<file path="src/rtl/rom_dl_bridge_pkg.sv">
// Shared types for the ROM download bridge: issue FSM states, the pending
// SDRAM write entry and the byte-enable encodings.
package rom_dl_bridge_pkg;

    typedef enum logic {
        ST_IDLE = 1'b0,
        ST_WAIT = 1'b1
    } issue_state_e;

    typedef struct packed {
        logic [22:0] a;
        logic [1:0]  ds;
        logic [15:0] d;
    } dl_entry_t;

    localparam logic [1:0] DS_LO   = 2'b01;
    localparam logic [1:0] DS_HI   = 2'b10;
    localparam logic [1:0] DS_BOTH = 2'b11;

    function automatic dl_entry_t make_entry(input logic [22:0] a,
                                             input logic [1:0]  ds,
                                             input logic [15:0] d);
        dl_entry_t e;
        e.a  = a;
        e.ds = ds;
        e.d  = d;
        return e;
    endfunction

endpackage

</file>
<file path="src/rtl/dl_fifo.sv">
// Small show-ahead FIFO of pending SDRAM write entries. Head entry is visible
// on rdata_o whenever empty_o is low so the issuer can pop and launch together.
module dl_fifo
    import rom_dl_bridge_pkg::*;
#(
    parameter int DEPTH = 4
) (
    input  logic      clk_sys,
    input  logic      reset_n,
    input  logic      push_i,
    input  dl_entry_t wdata_i,
    input  logic      pop_i,
    output dl_entry_t rdata_o,
    output logic      full_o,
    output logic      empty_o
);

    localparam int AW = $clog2(DEPTH);

    dl_entry_t      mem_q [DEPTH];
    logic [AW:0]    wr_ptr_q;
    logic [AW:0]    rd_ptr_q;

    // Pointers carry one extra wrap bit to tell full from empty.
    assign empty_o = (wr_ptr_q == rd_ptr_q);
    assign full_o  = (wr_ptr_q[AW] != rd_ptr_q[AW]) &&
                     (wr_ptr_q[AW-1:0] == rd_ptr_q[AW-1:0]);
    assign rdata_o = mem_q[rd_ptr_q[AW-1:0]];

    always_ff @(posedge clk_sys) begin
        if (push_i && !full_o) begin
            mem_q[wr_ptr_q[AW-1:0]] <= wdata_i;
        end
    end

    always_ff @(posedge clk_sys or negedge reset_n) begin
        if (!reset_n) begin
            wr_ptr_q <= '0;
            rd_ptr_q <= '0;
        end else begin
            if (push_i && !full_o) begin
                wr_ptr_q <= wr_ptr_q + 1'b1;
            end
            if (pop_i && !empty_o) begin
                rd_ptr_q <= rd_ptr_q + 1'b1;
            end
        end
    end

endmodule

</file>
<file path="src/rtl/rom_dl_bridge.sv">
// Bridges data_io byte downloads to a 16-bit SDRAM port: pairs bytes into words,
// queues them and issues toggle-handshake writes; flags when the ROM is loaded.
module rom_dl_bridge
    import rom_dl_bridge_pkg::*;
#(
    parameter logic [7:0] INDEX      = 8'd0,
    parameter int         FIFO_DEPTH = 4
) (
    input  logic        clk_sys,
    input  logic        reset_n,
    input  logic        ioctl_download,
    input  logic [7:0]  ioctl_index,
    input  logic        ioctl_wr,
    input  logic [24:0] ioctl_addr,
    input  logic [7:0]  ioctl_dout,
    output logic        port1_req,
    input  logic        port1_ack,
    output logic [22:0] port1_a,
    output logic [1:0]  port1_ds,
    output logic [15:0] port1_d,
    output logic        port1_we,
    output logic        rom_loaded,
    output logic        overflow
);

    logic         wr_q;
    logic         dl_q;
    logic         dl_seen_q;
    logic         loaded_q;
    logic         overflow_q;
    logic         we_q;

    logic         hold_valid_q, hold_valid_d;
    logic [22:0]  hold_a_q, hold_a_d;
    logic [7:0]   hold_b_q, hold_b_d;
    logic         pend_valid_q, pend_valid_d;
    dl_entry_t    pend_q, pend_d;

    issue_state_e state_q, state_d;
    logic         req_q, req_d;
    logic [22:0]  a_q, a_d;
    logic [1:0]   ds_q, ds_d;
    logic [15:0]  d_q, d_d;

    logic         push;
    dl_entry_t    push_entry;
    logic         pop;
    dl_entry_t    fifo_head;
    logic         fifo_full;
    logic         fifo_empty;

    logic         index_match;
    logic         accept;
    logic         dl_rise;
    logic [22:0]  byte_waddr;
    logic         ack_match;
    logic         load_done;
    logic         unused_addr_msb;

    assign unused_addr_msb = ioctl_addr[24];
    assign index_match     = (ioctl_index == INDEX);
    assign accept          = ioctl_wr && !wr_q && ioctl_download && index_match;
    assign dl_rise         = ioctl_download && !dl_q && index_match;
    assign byte_waddr      = ioctl_addr[23:1];
    assign ack_match       = (port1_ack == req_q);

    // Byte pairing. A pending second push always drains before the next byte,
    // since ioctl_wr rising edges are several cycles apart.
    always_comb begin
        hold_valid_d = hold_valid_q;
        hold_a_d     = hold_a_q;
        hold_b_d     = hold_b_q;
        pend_valid_d = pend_valid_q;
        pend_d       = pend_q;
        push         = 1'b0;
        push_entry   = '0;
        if (pend_valid_q) begin
            push         = 1'b1;
            push_entry   = pend_q;
            pend_valid_d = 1'b0;
        end else if (accept) begin
            if (ioctl_addr[0]) begin
                push = 1'b1;
                if (hold_valid_q && (hold_a_q == byte_waddr)) begin
                    push_entry   = make_entry(byte_waddr, DS_BOTH, {ioctl_dout, hold_b_q});
                    hold_valid_d = 1'b0;
                end else if (hold_valid_q) begin
                    push_entry   = make_entry(hold_a_q, DS_LO, {hold_b_q, hold_b_q});
                    hold_valid_d = 1'b0;
                    pend_valid_d = 1'b1;
                    pend_d       = make_entry(byte_waddr, DS_HI, {ioctl_dout, ioctl_dout});
                end else begin
                    push_entry   = make_entry(byte_waddr, DS_HI, {ioctl_dout, ioctl_dout});
                end
            end else begin
                if (hold_valid_q) begin
                    push       = 1'b1;
                    push_entry = make_entry(hold_a_q, DS_LO, {hold_b_q, hold_b_q});
                end
                hold_valid_d = 1'b1;
                hold_a_d     = byte_waddr;
                hold_b_d     = ioctl_dout;
            end
        end else if (!ioctl_download && hold_valid_q) begin
            push         = 1'b1;
            push_entry   = make_entry(hold_a_q, DS_LO, {hold_b_q, hold_b_q});
            hold_valid_d = 1'b0;
        end
    end

    dl_fifo #(
        .DEPTH (FIFO_DEPTH)
    ) u_fifo (
        .clk_sys (clk_sys),
        .reset_n (reset_n),
        .push_i  (push),
        .wdata_i (push_entry),
        .pop_i   (pop),
        .rdata_o (fifo_head),
        .full_o  (fifo_full),
        .empty_o (fifo_empty)
    );

    always_comb begin
        state_d = state_q;
        req_d   = req_q;
        a_d     = a_q;
        ds_d    = ds_q;
        d_d     = d_q;
        pop     = 1'b0;
        case (state_q)
            ST_IDLE: begin
                if (!fifo_empty && ack_match) begin
                    pop     = 1'b1;
                    a_d     = fifo_head.a;
                    ds_d    = fifo_head.ds;
                    d_d     = fifo_head.d;
                    req_d   = ~req_q;
                    state_d = ST_WAIT;
                end
            end
            ST_WAIT: begin
                if (ack_match) begin
                    state_d = ST_IDLE;
                end
            end
            default: state_d = ST_IDLE;
        endcase
    end

    assign load_done = dl_seen_q && !ioctl_download && !hold_valid_q && !pend_valid_q &&
                       fifo_empty && (state_q == ST_IDLE) && ack_match;

    always_ff @(posedge clk_sys or negedge reset_n) begin
        if (!reset_n) begin
            wr_q         <= 1'b0;
            dl_q         <= 1'b0;
            dl_seen_q    <= 1'b0;
            loaded_q     <= 1'b0;
            overflow_q   <= 1'b0;
            we_q         <= 1'b0;
            hold_valid_q <= 1'b0;
            hold_a_q     <= '0;
            hold_b_q     <= '0;
            pend_valid_q <= 1'b0;
            pend_q       <= '0;
            state_q      <= ST_IDLE;
            req_q        <= 1'b0;
            a_q          <= '0;
            ds_q         <= '0;
            d_q          <= '0;
        end else begin
            wr_q         <= ioctl_wr;
            dl_q         <= ioctl_download;
            hold_valid_q <= hold_valid_d;
            hold_a_q     <= hold_a_d;
            hold_b_q     <= hold_b_d;
            pend_valid_q <= pend_valid_d;
            pend_q       <= pend_d;
            state_q      <= state_d;
            req_q        <= req_d;
            a_q          <= a_d;
            ds_q         <= ds_d;
            d_q          <= d_d;
            we_q         <= ioctl_download || !fifo_empty || hold_valid_q ||
                            pend_valid_q || (state_q == ST_WAIT);
            if (push && fifo_full) begin
                overflow_q <= 1'b1;
            end
            // Only a matching download arms the loaded flag, so a fresh reset
            // keeps the core held until a ROM image has actually arrived.
            if (dl_rise) begin
                dl_seen_q <= 1'b1;
                loaded_q  <= 1'b0;
            end else if (load_done) begin
                loaded_q  <= 1'b1;
            end
        end
    end

    assign port1_req  = req_q;
    assign port1_a    = a_q;
    assign port1_ds   = ds_q;
    assign port1_d    = d_q;
    assign port1_we   = we_q;
    assign rom_loaded = loaded_q;
    assign overflow   = overflow_q;

endmodule

</file>
<file path="config.mk">
export PLATFORM = sky130hd
export DESIGN_NAME = rom_dl_bridge
export DESIGN_NICKNAME = d
export VERILOG_FILES = /design/src/rtl/rom_dl_bridge_pkg.sv /design/src/rtl/dl_fifo.sv /design/src/rtl/rom_dl_bridge.sv
export SDC_FILE = /design/constraint.sdc
export NUM_CORES = 1
export LEC_CHECK = 0
export BUFFER_PORTS_ARGS = -buffer_cell sky130_fd_sc_hd__buf_4
export CAP_MARGIN = 20
export CORE_UTILIZATION = 55
export DETAILED_ROUTE_END_ITERATION = 8
export PLACE_DENSITY = 0.79
export SYNTH_ARGS = -nofsm -noshare
export SYNTH_HDL_FRONTEND = slang
export SYNTH_SLANG_ARGS = --single-unit
</file>
<file path="constraint.sdc">
create_clock -name clk_sys -period 9.1 [get_ports clk_sys]
set_input_delay 0.455 -clock clk_sys [delete_from_list [all_inputs] [get_ports clk_sys]]
set_output_delay 0.455 -clock clk_sys [all_outputs]
set_load 0.01 [all_outputs]
</file>
==> flow_summary.html, run 1 <==
<table>
<tr><th>Metric</th><th>Value</th></tr>
<tr><th colspan="2">Yosys</th></tr>
<tr><td>Number of synthesized register bits</td><td>284</td></tr>
<tr><td>Count of different cell masters after synthesis</td><td>44</td></tr>
<tr><td>Portion of the post-synthesis area used by sequential elements</td><td>68.3%</td></tr>
<tr><td>Post-synth top area cell</td><td>sky130_fd_sc_hd__edfxtp_1</td></tr>
<tr><td>Avg Synthesized Cell Area</td><td>17.7 sq um</td></tr>
<tr><td>Async SR Flop Fraction</td><td>42.3%</td></tr>
<tr><td>Most instantiated flip-flop cell in the synthesis netlist</td><td>sky130_fd_sc_hd__edfxtp_1</td></tr>
<tr><td>Area share of the largest cell type after synthesis</td><td>42.4%</td></tr>
<tr><td>Top cells by area, synth</td><td>sky130_fd_sc_hd__edfxtp_1 42%, sky130_fd_sc_hd__dfrtp_1 26%, sky130_fd_sc_hd__mux2_2 9.5%</td></tr>
<tr><td>Warning count from the yosys run</td><td>0</td></tr>
<tr><td>Total standard cell area after synthesis</td><td>11600 sq um</td></tr>
<tr><td>Cell count after synthesis</td><td>657</td></tr>
<tr><td>Synthesized Nets</td><td>708</td></tr>
<tr><td>Post-synth EDFFs</td><td>164</td></tr>
<tr><th colspan="2">Setup path</th></tr>
<tr><td>CP Launch Type</td><td>flip-flop</td></tr>
<tr><td>R2R Path Start</td><td>hold_a_q[10]$_DFFE_PN0P_</td></tr>
<tr><td>Capture instance of the worst register-to-register path</td><td>u_fifo.mem_q[1][11]$_DFFE_PP_</td></tr>
<tr><td>Number of cell instances on the worst register-to-register path</td><td>7</td></tr>
<tr><td>Critical setup path kind</td><td>flip-flop to flip-flop</td></tr>
<tr><td>Worst setup slack for register-to-register paths</td><td>6070 ps</td></tr>
<tr><td>Maximum single-stage delay on the critical path</td><td>660 ps</td></tr>
<tr><td>Slowest cell on crit path</td><td>sky130_fd_sc_hd__a211oi_4</td></tr>
<tr><td>Cell breakdown of the critical path</td><td>xor2_1, nor4_1, and4_1, nand4_1, a211oi_4, buf_4, a221o_1</td></tr>
<tr><td>Critical Path RT</td><td>9450 ps</td></tr>
<tr><td>Highest net fanout along the worst path</td><td>19</td></tr>
<tr><td>Arrival time worst endpoint</td><td>3380 ps</td></tr>
<tr><td>CP endpoint kind</td><td>flip-flop</td></tr>
<tr><th colspan="2">Clocking</th></tr>
<tr><td>Clock transition time at the flip-flop clock pins of the worst setup and hold paths</td><td>60 ps</td></tr>
<tr><td># resized after CTS</td><td>0</td></tr>
<tr><td>Root buf cell</td><td>sky130_fd_sc_hd__clkbuf_16</td></tr>
<tr><td>Number of clock sinks</td><td>284</td></tr>
<tr><td>Number of buffers created by CTS</td><td>28</td></tr>
<tr><td>CTS tree</td><td>done</td></tr>
<tr><td>Maximum level of the CTS H-tree</td><td>1</td></tr>
<tr><td>Clock tree buffer depth</td><td>3</td></tr>
<tr><td>Clk_lat worst skew</td><td>530 ps</td></tr>
<tr><th colspan="2">STA</th></tr>
<tr><td>Setup violations, final</td><td>0</td></tr>
<tr><td>Final Hold Viols</td><td>0</td></tr>
<tr><td>Tightest hold margin</td><td>50.1 ps</td></tr>
<tr><td>Max-slew violations</td><td>0</td></tr>
<tr><td>Worst clock skew</td><td>10.8 ps</td></tr>
<tr><td>Setup repair after global routing missed its margin</td><td>false</td></tr>
<tr><td>Final setup TNS</td><td>0 ps</td></tr>
<tr><td>Final critical-path required period</td><td>3030 ps</td></tr>
<tr><td>Slew of the pin with the lowest slew margin</td><td>879 ps</td></tr>
<tr><td>Achievable frequency</td><td>330 MHz</td></tr>
<tr><td>Rel. slew slack</td><td>41.4%</td></tr>
<tr><td>Period utilisation layout</td><td>33.3%</td></tr>
<tr><th colspan="2">Die</th></tr>
<tr><td>Horiz. Die Dim</td><td>147 um</td></tr>
<tr><td>Core Box Area</td><td>20400 sq um</td></tr>
<tr><td>Number of ports placed on the die boundary</td><td>91</td></tr>
<tr><td>Initial cell density of the core</td><td>56.8%</td></tr>
<tr><td>Total die area</td><td>21700 sq um</td></tr>
<tr><td>Standard-cell rows</td><td>52</td></tr>
<tr><td>Die H</td><td>147 um</td></tr>
<tr><th colspan="2">Outcome</th></tr>
<tr><td>Result of the run</td><td>finished clean</td></tr>
<tr><th colspan="2">Routing</th></tr>
<tr><td>Count of routing violations after the opening detailed-route iteration</td><td>489</td></tr>
<tr><td>Total number of vias</td><td>6223</td></tr>
<tr><td># DRC</td><td>0</td></tr>
<tr><td>WL final</td><td>23100 um</td></tr>
<tr><td>Average routed wire per standard cell</td><td>22.0 um</td></tr>
<tr><td>Antenna-violating nets left</td><td>0</td></tr>
<tr><td>Number of search-and-repair iterations in the first detailed-routing pass</td><td>5</td></tr>
<tr><td>Number of vias per cell</td><td>5.93</td></tr>
<tr><th colspan="2">Placement</th></tr>
<tr><td>GP Congestion</td><td>0.779</td></tr>
<tr><td>Count of buffers inserted at the top-level ports</td><td>89</td></tr>
<tr><td>Half-perimeter wire length after placement</td><td>14800 um</td></tr>
<tr><td>Post-Place Cells</td><td>997</td></tr>
<tr><th colspan="2">Pwr</th></tr>
<tr><td>Register share of total power</td><td>43.9%</td></tr>
<tr><td>Max VDD drop</td><td>144 uV</td></tr>
<tr><td>Clock power share</td><td>35.7%</td></tr>
<tr><td>Share of total power in combinational logic</td><td>20.5%</td></tr>
<tr><td>Power density over cell area</td><td>257 nW/um^2</td></tr>
<tr><td>Pleak</td><td>5.89 nW</td></tr>
<tr><td>Switching Power</td><td>0.864 mW</td></tr>
<tr><td>Switching portion of total power</td><td>24.7%</td></tr>
<tr><td>Sum of internal, switching and leakage power</td><td>3.50 mW</td></tr>
<tr><td>Internal Pwr Total</td><td>2.64 mW</td></tr>
<tr><th colspan="2">Hold path</th></tr>
<tr><td>Worst hold-check path type</td><td>input port to flip-flop</td></tr>
<tr><td>Sink of the worst hold path</td><td>wr_q$_DFF_PN0_</td></tr>
<tr><td>Hold Crit Start</td><td>ioctl_wr</td></tr>
<tr><td>Worst hold path cell count</td><td>1</td></tr>
<tr><th colspan="2">Finish</th></tr>
<tr><td>Antenna Cells</td><td>0</td></tr>
<tr><td>Final cell count without fillers</td><td>1050</td></tr>
<tr><td>Nets</td><td>809</td></tr>
<tr><td>Layout cell share with drive strength beyond 1</td><td>38.7%</td></tr>
<tr><td>Area Growth Syn to Fin</td><td>17.6%</td></tr>
<tr><td>Layout filler cell count</td><td>1382</td></tr>
<tr><th colspan="2">GRT</th></tr>
<tr><td>Vias in the first global route</td><td>6723</td></tr>
<tr><td>Antenna violations before repair</td><td>1</td></tr>
<tr><td>Maximum number of pins on one net before global-route repair</td><td>48</td></tr>
<tr><td>Overall track demand over capacity in global routing</td><td>22.2%</td></tr>
<tr><td>Wire length of the first global-routing pass</td><td>36800 um</td></tr>
<tr><td>Leftover overflow at the end of global routing</td><td>0</td></tr>
<tr><th colspan="2">Job</th></tr>
<tr><td>Number of maximum-capacitance violations</td><td>0</td></tr>
</table>
==> how the worst max path moves through the flow <==
stage	from	endpoint	slack, ps	cells after the start
after floorplan	ioctl_download	u_fifo.mem_q[3][0]$_DFFE_PP_	6120	7
after global placement	ioctl_index[3]	u_fifo.mem_q[0][32]$_DFFE_PP_	5870	7
after detailed placement	ioctl_index[3]	u_fifo.mem_q[0][33]$_DFFE_PP_	5840	7
after CTS	hold_a_q[12]$_DFFE_PN0P_	u_fifo.mem_q[1][11]$_DFFE_PP_	6060	7
after global routing	hold_a_q[12]$_DFFE_PN0P_	u_fifo.mem_q[1][11]$_DFFE_PP_	5910	7
final	hold_a_q[10]$_DFFE_PN0P_	u_fifo.mem_q[1][11]$_DFFE_PP_	6070	7
==> synth_stat cells (all sizes together), types with 2 or more instances <==
| master | instances |
|---|---|
| a21o | 3 |
| a21oi | 10 |
| a221o | 30 |
| and2 | 37 |
| and4 | 2 |
| buf | 19 |
| clkbuf | 14 |
| dfrtp | 120 |
| edfxtp | 164 |
| ha | 5 |
| inv | 4 |
| mux2 | 104 |
| mux4 | 41 |
| nand2 | 18 |
| nand2b | 3 |
| nand3 | 3 |
| nand3b | 4 |
| nand4 | 4 |
| nor2 | 10 |
| nor3 | 4 |
| nor3b | 3 |
| nor4 | 7 |
| o21ai | 3 |
| or2 | 3 |
| xnor2 | 2 |
| xor2 | 30 |
==> layer usage <==
layer / vias to the layer above / track usage (%) / part of all wire (%)
met5: - / 0 / 0.056
met4: 2 / 5.15 / 1.6
met3: 30 / 3.48 / 5.7
met2: 193 / 38.3 / 51
met1: 3242 / 29.8 / 41
li1: 2756 / - / -
==> cell usage in the layout (no fill, tap or decap), types with 3 or more instances in the layout <==
cell type	Yosys	layout
sky130_fd_sc_hd__ha_1	5	5
sky130_fd_sc_hd__clkbuf_8	0	5
sky130_fd_sc_hd__nor4_1	4	4
sky130_fd_sc_hd__bufinv_16	0	6
sky130_fd_sc_hd__a21oi_1	9	9
sky130_fd_sc_hd__mux2_2	98	98
sky130_fd_sc_hd__nand2_1	18	18
sky130_fd_sc_hd__edfxtp_1	164	164
sky130_fd_sc_hd__clkbuf_1	13	7
sky130_fd_sc_hd__and2_2	0	4
sky130_fd_sc_hd__buf_12	0	4
sky130_fd_sc_hd__clkinv_2	0	4
sky130_fd_sc_hd__dfrtp_1	120	119
sky130_fd_sc_hd__nor3b_1	3	3
sky130_fd_sc_hd__clkbuf_16	0	29
sky130_fd_sc_hd__a21o_1	3	3
sky130_fd_sc_hd__nand4_1	4	4
sky130_fd_sc_hd__buf_4	0	99
sky130_fd_sc_hd__or2_2	3	3
sky130_fd_sc_hd__nand3b_1	4	4
sky130_fd_sc_hd__a221o_1	30	30
sky130_fd_sc_hd__nor4_2	3	3
sky130_fd_sc_hd__mux4_2	41	41
sky130_fd_sc_hd__and2_1	37	33
sky130_fd_sc_hd__o21ai_0	3	3
sky130_fd_sc_hd__nor2_1	10	10
sky130_fd_sc_hd__mux2_1	6	6
sky130_fd_sc_hd__nand2b_1	3	3
sky130_fd_sc_hd__inv_1	4	4
sky130_fd_sc_hd__xor2_1	30	30
sky130_fd_sc_hd__nor3_1	3	3
==> power by group through the flow <==
| stage | Sequential [mW] | Clock (mW) | Combinational, mW |
|---|---|---|---|
| after detailed placement | 1.56 | 0 | 0.729 |
| after CTS | 1.54 | 1.27 | 0.733 |
| after global routing | 1.55 | 1.32 | 0.774 |
| after floorplan | 1.60 | 0 | 0.413 |
| after global placement | 1.55 | 0 | 0.708 |
| final | 1.54 | 1.25 | 0.717 |
==> stage by stage <==
stage,area (sq um),setup WS [ps],util (%)
2_1_floorplan,11600,6120,-
3_3_place_gp,12500,5870,61.4
3_5_place_dp,12600,5840,61.8
4_1_cts,13700,6060,66.8
5_1_grt,13700,5910,66.8
6_report,13700,6070,66.8
==> logic make-up (layout without fill, tap and decap cells) <==
family	Yosys count	after routing	synth area share, %
flops	284	284	68.3
mux	145	145	18.0
simple gates	103	103	5.36
compound gates	51	51	3.79
buf+inv	37	160	1.54
xor+xnor	32	32	2.41
fa+ha+maj	5	5	0.539
==> area by class of cell <==
type	count	area [sq um]	share of cell area (%)
Timing Repair Buffer	104	833	6.10
Sequential cell	284	7930	58.1
Clock buffer	41	821	6.01
Multi-Input combinational cell	336	3510	25.7
Inverter	4	15.0	0.110
Clock inverter	11	204	1.49
Tap cell	270	338	2.47
==> state kept, by name, summed over array words and instances (netlist names), 3 cells and up <==
| signal | flops |
|---|---|
| hold_a_q | 23 |
| hold_b_q | 8 |
| pend_q | 32 |
| port1_a | 23 |
| port1_d | 16 |
| u_fifo.mem_q | 164 |
| u_fifo.rd_ptr_q | 3 |
| u_fifo.wr_ptr_q | 3 |
==> worst max-delay path: cells and delay by family (launching register included) <==
family	cells	cell delay, ps
AND/OR/NAND/NOR	3	900
XOR/XNOR	1	170
AO/OA/AOI/OAI	2	970
buffers and inverters	1	400
flip-flops	1	400
==> what timing repair did <==
item                                    CTS  global route
buffers inserted                          0             0
hold endpoints to repair                 32             0
endpoints found under the setup margin    0             0
hold buffers                              1             0
(Power assumes the default switching activity.)
==> run 2: changes to the inputs <==
Settings changed: CORE_UTILIZATION 55 to 54, PLACE_DENSITY 0.79 to 0.81.
Clock period 9.1 ns to 2.6 ns, I/O delays scaled along.
==> run 2 against run 1 <==
  * Sequential share of layout area decreased by 1.5 points
  * Critical path depth unchanged
  * Core utilization decreased by 0.19 points
  * Flip-flop and latch count unchanged
  * Cell count increased by 5.1%
  * Hold slack got worse by 30 ps
  * Setup slack got worse by 6100 ps
  * Fmax increased by 17%
  * Non-clock buffer count increased by 49
  * Sequential power increased to 3.5 times the previous value
  * Die area increased by 1.8%
  * Critical path type unchanged
  * Largest cell class unchanged
  * Largest power group unchanged
==> flow_summary.html, run 2 (same netlist as run 1, synthesis figures left out) <==
<table>
<tr><th>Metric</th><th>Value</th></tr>
<tr><th colspan="2">Finish</th></tr>
<tr><td>Largest register FFs</td><td>164</td></tr>
<tr><td>Area Growth Syn to Fin</td><td>20.7%</td></tr>
<tr><td>Antenna Cells</td><td>0</td></tr>
<tr><td>Final core area utilization</td><td>66.6%</td></tr>
<tr><td>Commonest cells after routing, fill and taps aside</td><td>164 x sky130_fd_sc_hd__edfxtp_1, 119 x sky130_fd_sc_hd__dfrtp_1, 110 x sky130_fd_sc_hd__buf_4</td></tr>
<tr><td>Layout filler cell count</td><td>1370</td></tr>
<tr><td>Most common cell after layout, fill and taps aside</td><td>sky130_fd_sc_hd__edfxtp_1</td></tr>
<tr><td>Layout cell share with drive strength beyond 1</td><td>38.4%</td></tr>
<tr><td>Nets</td><td>858</td></tr>
<tr><th colspan="2">STA</th></tr>
<tr><td>Final critical-path required period</td><td>2580 ps</td></tr>
<tr><td>Max-slew violations</td><td>0</td></tr>
<tr><td>Slew of the pin with the lowest slew margin</td><td>687 ps</td></tr>
<tr><td>Achievable frequency</td><td>387 MHz</td></tr>
<tr><td>Final Hold Viols</td><td>0</td></tr>
<tr><td>Rel. slew slack</td><td>54.2%</td></tr>
<tr><td>Period utilisation layout</td><td>99.4%</td></tr>
<tr><td>Setup repair after global routing missed its margin</td><td>true</td></tr>
<tr><td>Worst clock skew</td><td>9.51 ps</td></tr>
<tr><td>Setup violations, final</td><td>0</td></tr>
<tr><td>Final setup TNS</td><td>0 ps</td></tr>
<tr><td>Tightest hold margin</td><td>19.9 ps</td></tr>
<tr><th colspan="2">Setup path</th></tr>
<tr><td>Maximum single-stage delay on the critical path</td><td>440 ps</td></tr>
<tr><td>Arrival time worst endpoint</td><td>2840 ps</td></tr>
<tr><td>Critical Path RT</td><td>2860 ps</td></tr>
<tr><td>CP endpoint kind</td><td>flip-flop</td></tr>
<tr><td>Cell breakdown of the critical path</td><td>xor2_1, nor4_1, and4_4, nand3_2, o31a_1, buf_4, a221o_1</td></tr>
<tr><td>Slowest cell on crit path</td><td>sky130_fd_sc_hd__nor4_1</td></tr>
<tr><td>Critical setup path kind</td><td>flip-flop to flip-flop</td></tr>
<tr><td>CP Launch Type</td><td>flip-flop</td></tr>
<tr><td>Highest net fanout along the worst path</td><td>16</td></tr>
<tr><th colspan="2">Pwr</th></tr>
<tr><td>Sum of internal, switching and leakage power</td><td>11.8 mW</td></tr>
<tr><td>Power density over cell area</td><td>840 nW/um^2</td></tr>
<tr><td>Pleak</td><td>6.05 nW</td></tr>
<tr><td>Max VDD drop</td><td>511 uV</td></tr>
<tr><th colspan="2">Routing</th></tr>
<tr><td>Average routed wire per standard cell</td><td>22.2 um</td></tr>
<tr><td>Number of vias per cell</td><td>5.93</td></tr>
<tr><td>WL final</td><td>24500 um</td></tr>
<tr><td>Count of routing violations after the opening detailed-route iteration</td><td>415</td></tr>
<tr><td>Max Used Layer</td><td>met4</td></tr>
<tr><td># DRC</td><td>0</td></tr>
<tr><td>Length of routed met2 wiring</td><td>12700 um</td></tr>
<tr><td>Antenna-violating nets left</td><td>0</td></tr>
<tr><td>Met1 routed wirelength after detailed routing</td><td>9650 um</td></tr>
<tr><td>Number of search-and-repair iterations in the first detailed-routing pass</td><td>6</td></tr>
<tr><td>Total number of vias</td><td>6542</td></tr>
<tr><td>Total met3 wirelength after detailed routing</td><td>1490 um</td></tr>
<tr><th colspan="2">Die</th></tr>
<tr><td>Standard-cell rows</td><td>53</td></tr>
<tr><td>Total die area</td><td>22100 sq um</td></tr>
<tr><td>Initial cell density of the core</td><td>55.2%</td></tr>
<tr><td>Die H</td><td>149 um</td></tr>
<tr><td>Number of ports placed on the die boundary</td><td>91</td></tr>
<tr><td>Horiz. Die Dim</td><td>149 um</td></tr>
<tr><td>Core Box Area</td><td>21000 sq um</td></tr>
<tr><th colspan="2">Clocking</th></tr>
<tr><td>Clock tree buffer depth</td><td>3</td></tr>
<tr><td>CTS tree</td><td>done</td></tr>
<tr><td>Clk_lat worst skew</td><td>530 ps</td></tr>
<tr><td>Clock transition time at the flip-flop clock pins of the worst setup and hold paths</td><td>60 ps</td></tr>
<tr><td>Number of buffers created by CTS</td><td>28</td></tr>
<tr><td>Post-CTS repair timing setup buffer count</td><td>0</td></tr>
<tr><td>Number of clock sinks</td><td>284</td></tr>
<tr><td>Root buf cell</td><td>sky130_fd_sc_hd__clkbuf_16</td></tr>
<tr><td>Maximum level of the CTS H-tree</td><td>1</td></tr>
<tr><th colspan="2">Outcome</th></tr>
<tr><td>Result of the run</td><td>finished clean</td></tr>
<tr><th colspan="2">Placement</th></tr>
<tr><td>GP Congestion</td><td>0.791</td></tr>
<tr><td>Half-perimeter wire length after placement</td><td>15400 um</td></tr>
<tr><td>Count of buffers inserted at the top-level ports</td><td>89</td></tr>
<tr><th colspan="2">GRT</th></tr>
<tr><td>Vias in the first global route</td><td>6927</td></tr>
<tr><td>Wire length of the first global-routing pass</td><td>38700 um</td></tr>
<tr><td>Maximum number of pins on one net before global-route repair</td><td>121</td></tr>
<tr><td>Antenna violations before repair</td><td>0</td></tr>
<tr><td>Overall track demand over capacity in global routing</td><td>23.4%</td></tr>
<tr><td>Leftover overflow at the end of global routing</td><td>0</td></tr>
<tr><th colspan="2">Hold path</th></tr>
<tr><td>Worst hold-check path type</td><td>input port to flip-flop</td></tr>
<tr><th colspan="2">Job</th></tr>
<tr><td>Number of maximum-capacitance violations</td><td>0</td></tr>
</table>
run 2: changes by cell type in the layout (fill, tap and decap cells not counted), sizes merged:
cell / before / now
clkinvlp: 0 / 2
clkinv: 5 / 12
buf: 103 / 118
dlygate4sd3: 1 / 35
clkbuf: 41 / 37
bufinv: 6 / 1
run 2: layout make-up:
| cell class | instances | area [sq um] | area share, % |
|---|---|---|---|
| Multi-Input combinational cell | 336 | 3530 | 25.2 |
| Clock inverter | 15 | 97.6 | 0.697 |
| Timing Repair Buffer | 153 | 1320 | 9.41 |
| Inverter | 4 | 15.0 | 0.107 |
| Clock buffer | 37 | 776 | 5.54 |
| Tap cell | 275 | 344 | 2.46 |
| Sequential cell | 284 | 7930 | 56.6 |
run 2: report_power, final:
group	switching, mW	leakage (nW)	total, mW	internal, mW
Sequential	0.237	3.41	5.38	5.14
Combinational	1.21	2.22	2.59	1.38
Clock	1.61	0.431	3.80	2.19
run 2: critical path: cells and delay by family, from the launching register on:
kind | cells | cell delay (ps)
compound gates | 2 | 690
xor+xnor | 1 | 180
buf+inv | 1 | 210
flops | 1 | 410
simple gates | 3 | 810
run 2: repair_timing:
| item | CTS | global route |
|---|---|---|
| endpoints found under the setup margin | 118 | 158 |
| pin swaps | 0 | 13 |
| hold buffers | 35 | 0 |
| hold endpoints to repair | 190 | 0 |
| resized for setup | 1 | 4 |
run 2: through the flow:
| step | setup slack (ps) | cell area (sq um) | instances |
|---|---|---|---|
| floorplan | 193 | 11600 | 657 |
| global placement | -22.6 | 12800 | 1017 |
| detailed placement | -14.5 | 12800 | 1017 |
| CTS | 35.5 | 14000 | 1104 |
| global route | -21.7 | 14000 | 1104 |
| finish | 15.4 | 14000 | 1104 |
run 2: worst paths after layout:
kind | from | end | slack [ps] | cells after the start
max in group asynchronous | reset_n | port1_ds[1]$_DFFE_PN0P_ | 1830 | 3
worst min-delay path | ioctl_index[0] | rom_loaded$_DFFE_PN0P_ | 20 | 5
worst max register to register | hold_a_q[16]$_DFFE_PN0P_ | u_fifo.mem_q[3][24]$_DFFE_PP_ | 20 | 7
worst max-delay path | hold_a_q[16]$_DFFE_PN0P_ | u_fifo.mem_q[3][24]$_DFFE_PP_ | 20 | 7
min in group asynchronous | reset_n | port1_we$_DFF_PN0_ | 220 | 3
worst min register to register | pend_q[17]$_DFFE_PN0P_ | pend_q[17]$_DFFE_PN0P_ | 480 | 1
run 2: layer usage:
layer	track usage, %	up-vias
li1	-	2847
met1	30.7	3357
met2	40.4	273
met3	3.13	65
met4	7.42	0
met5	0	-
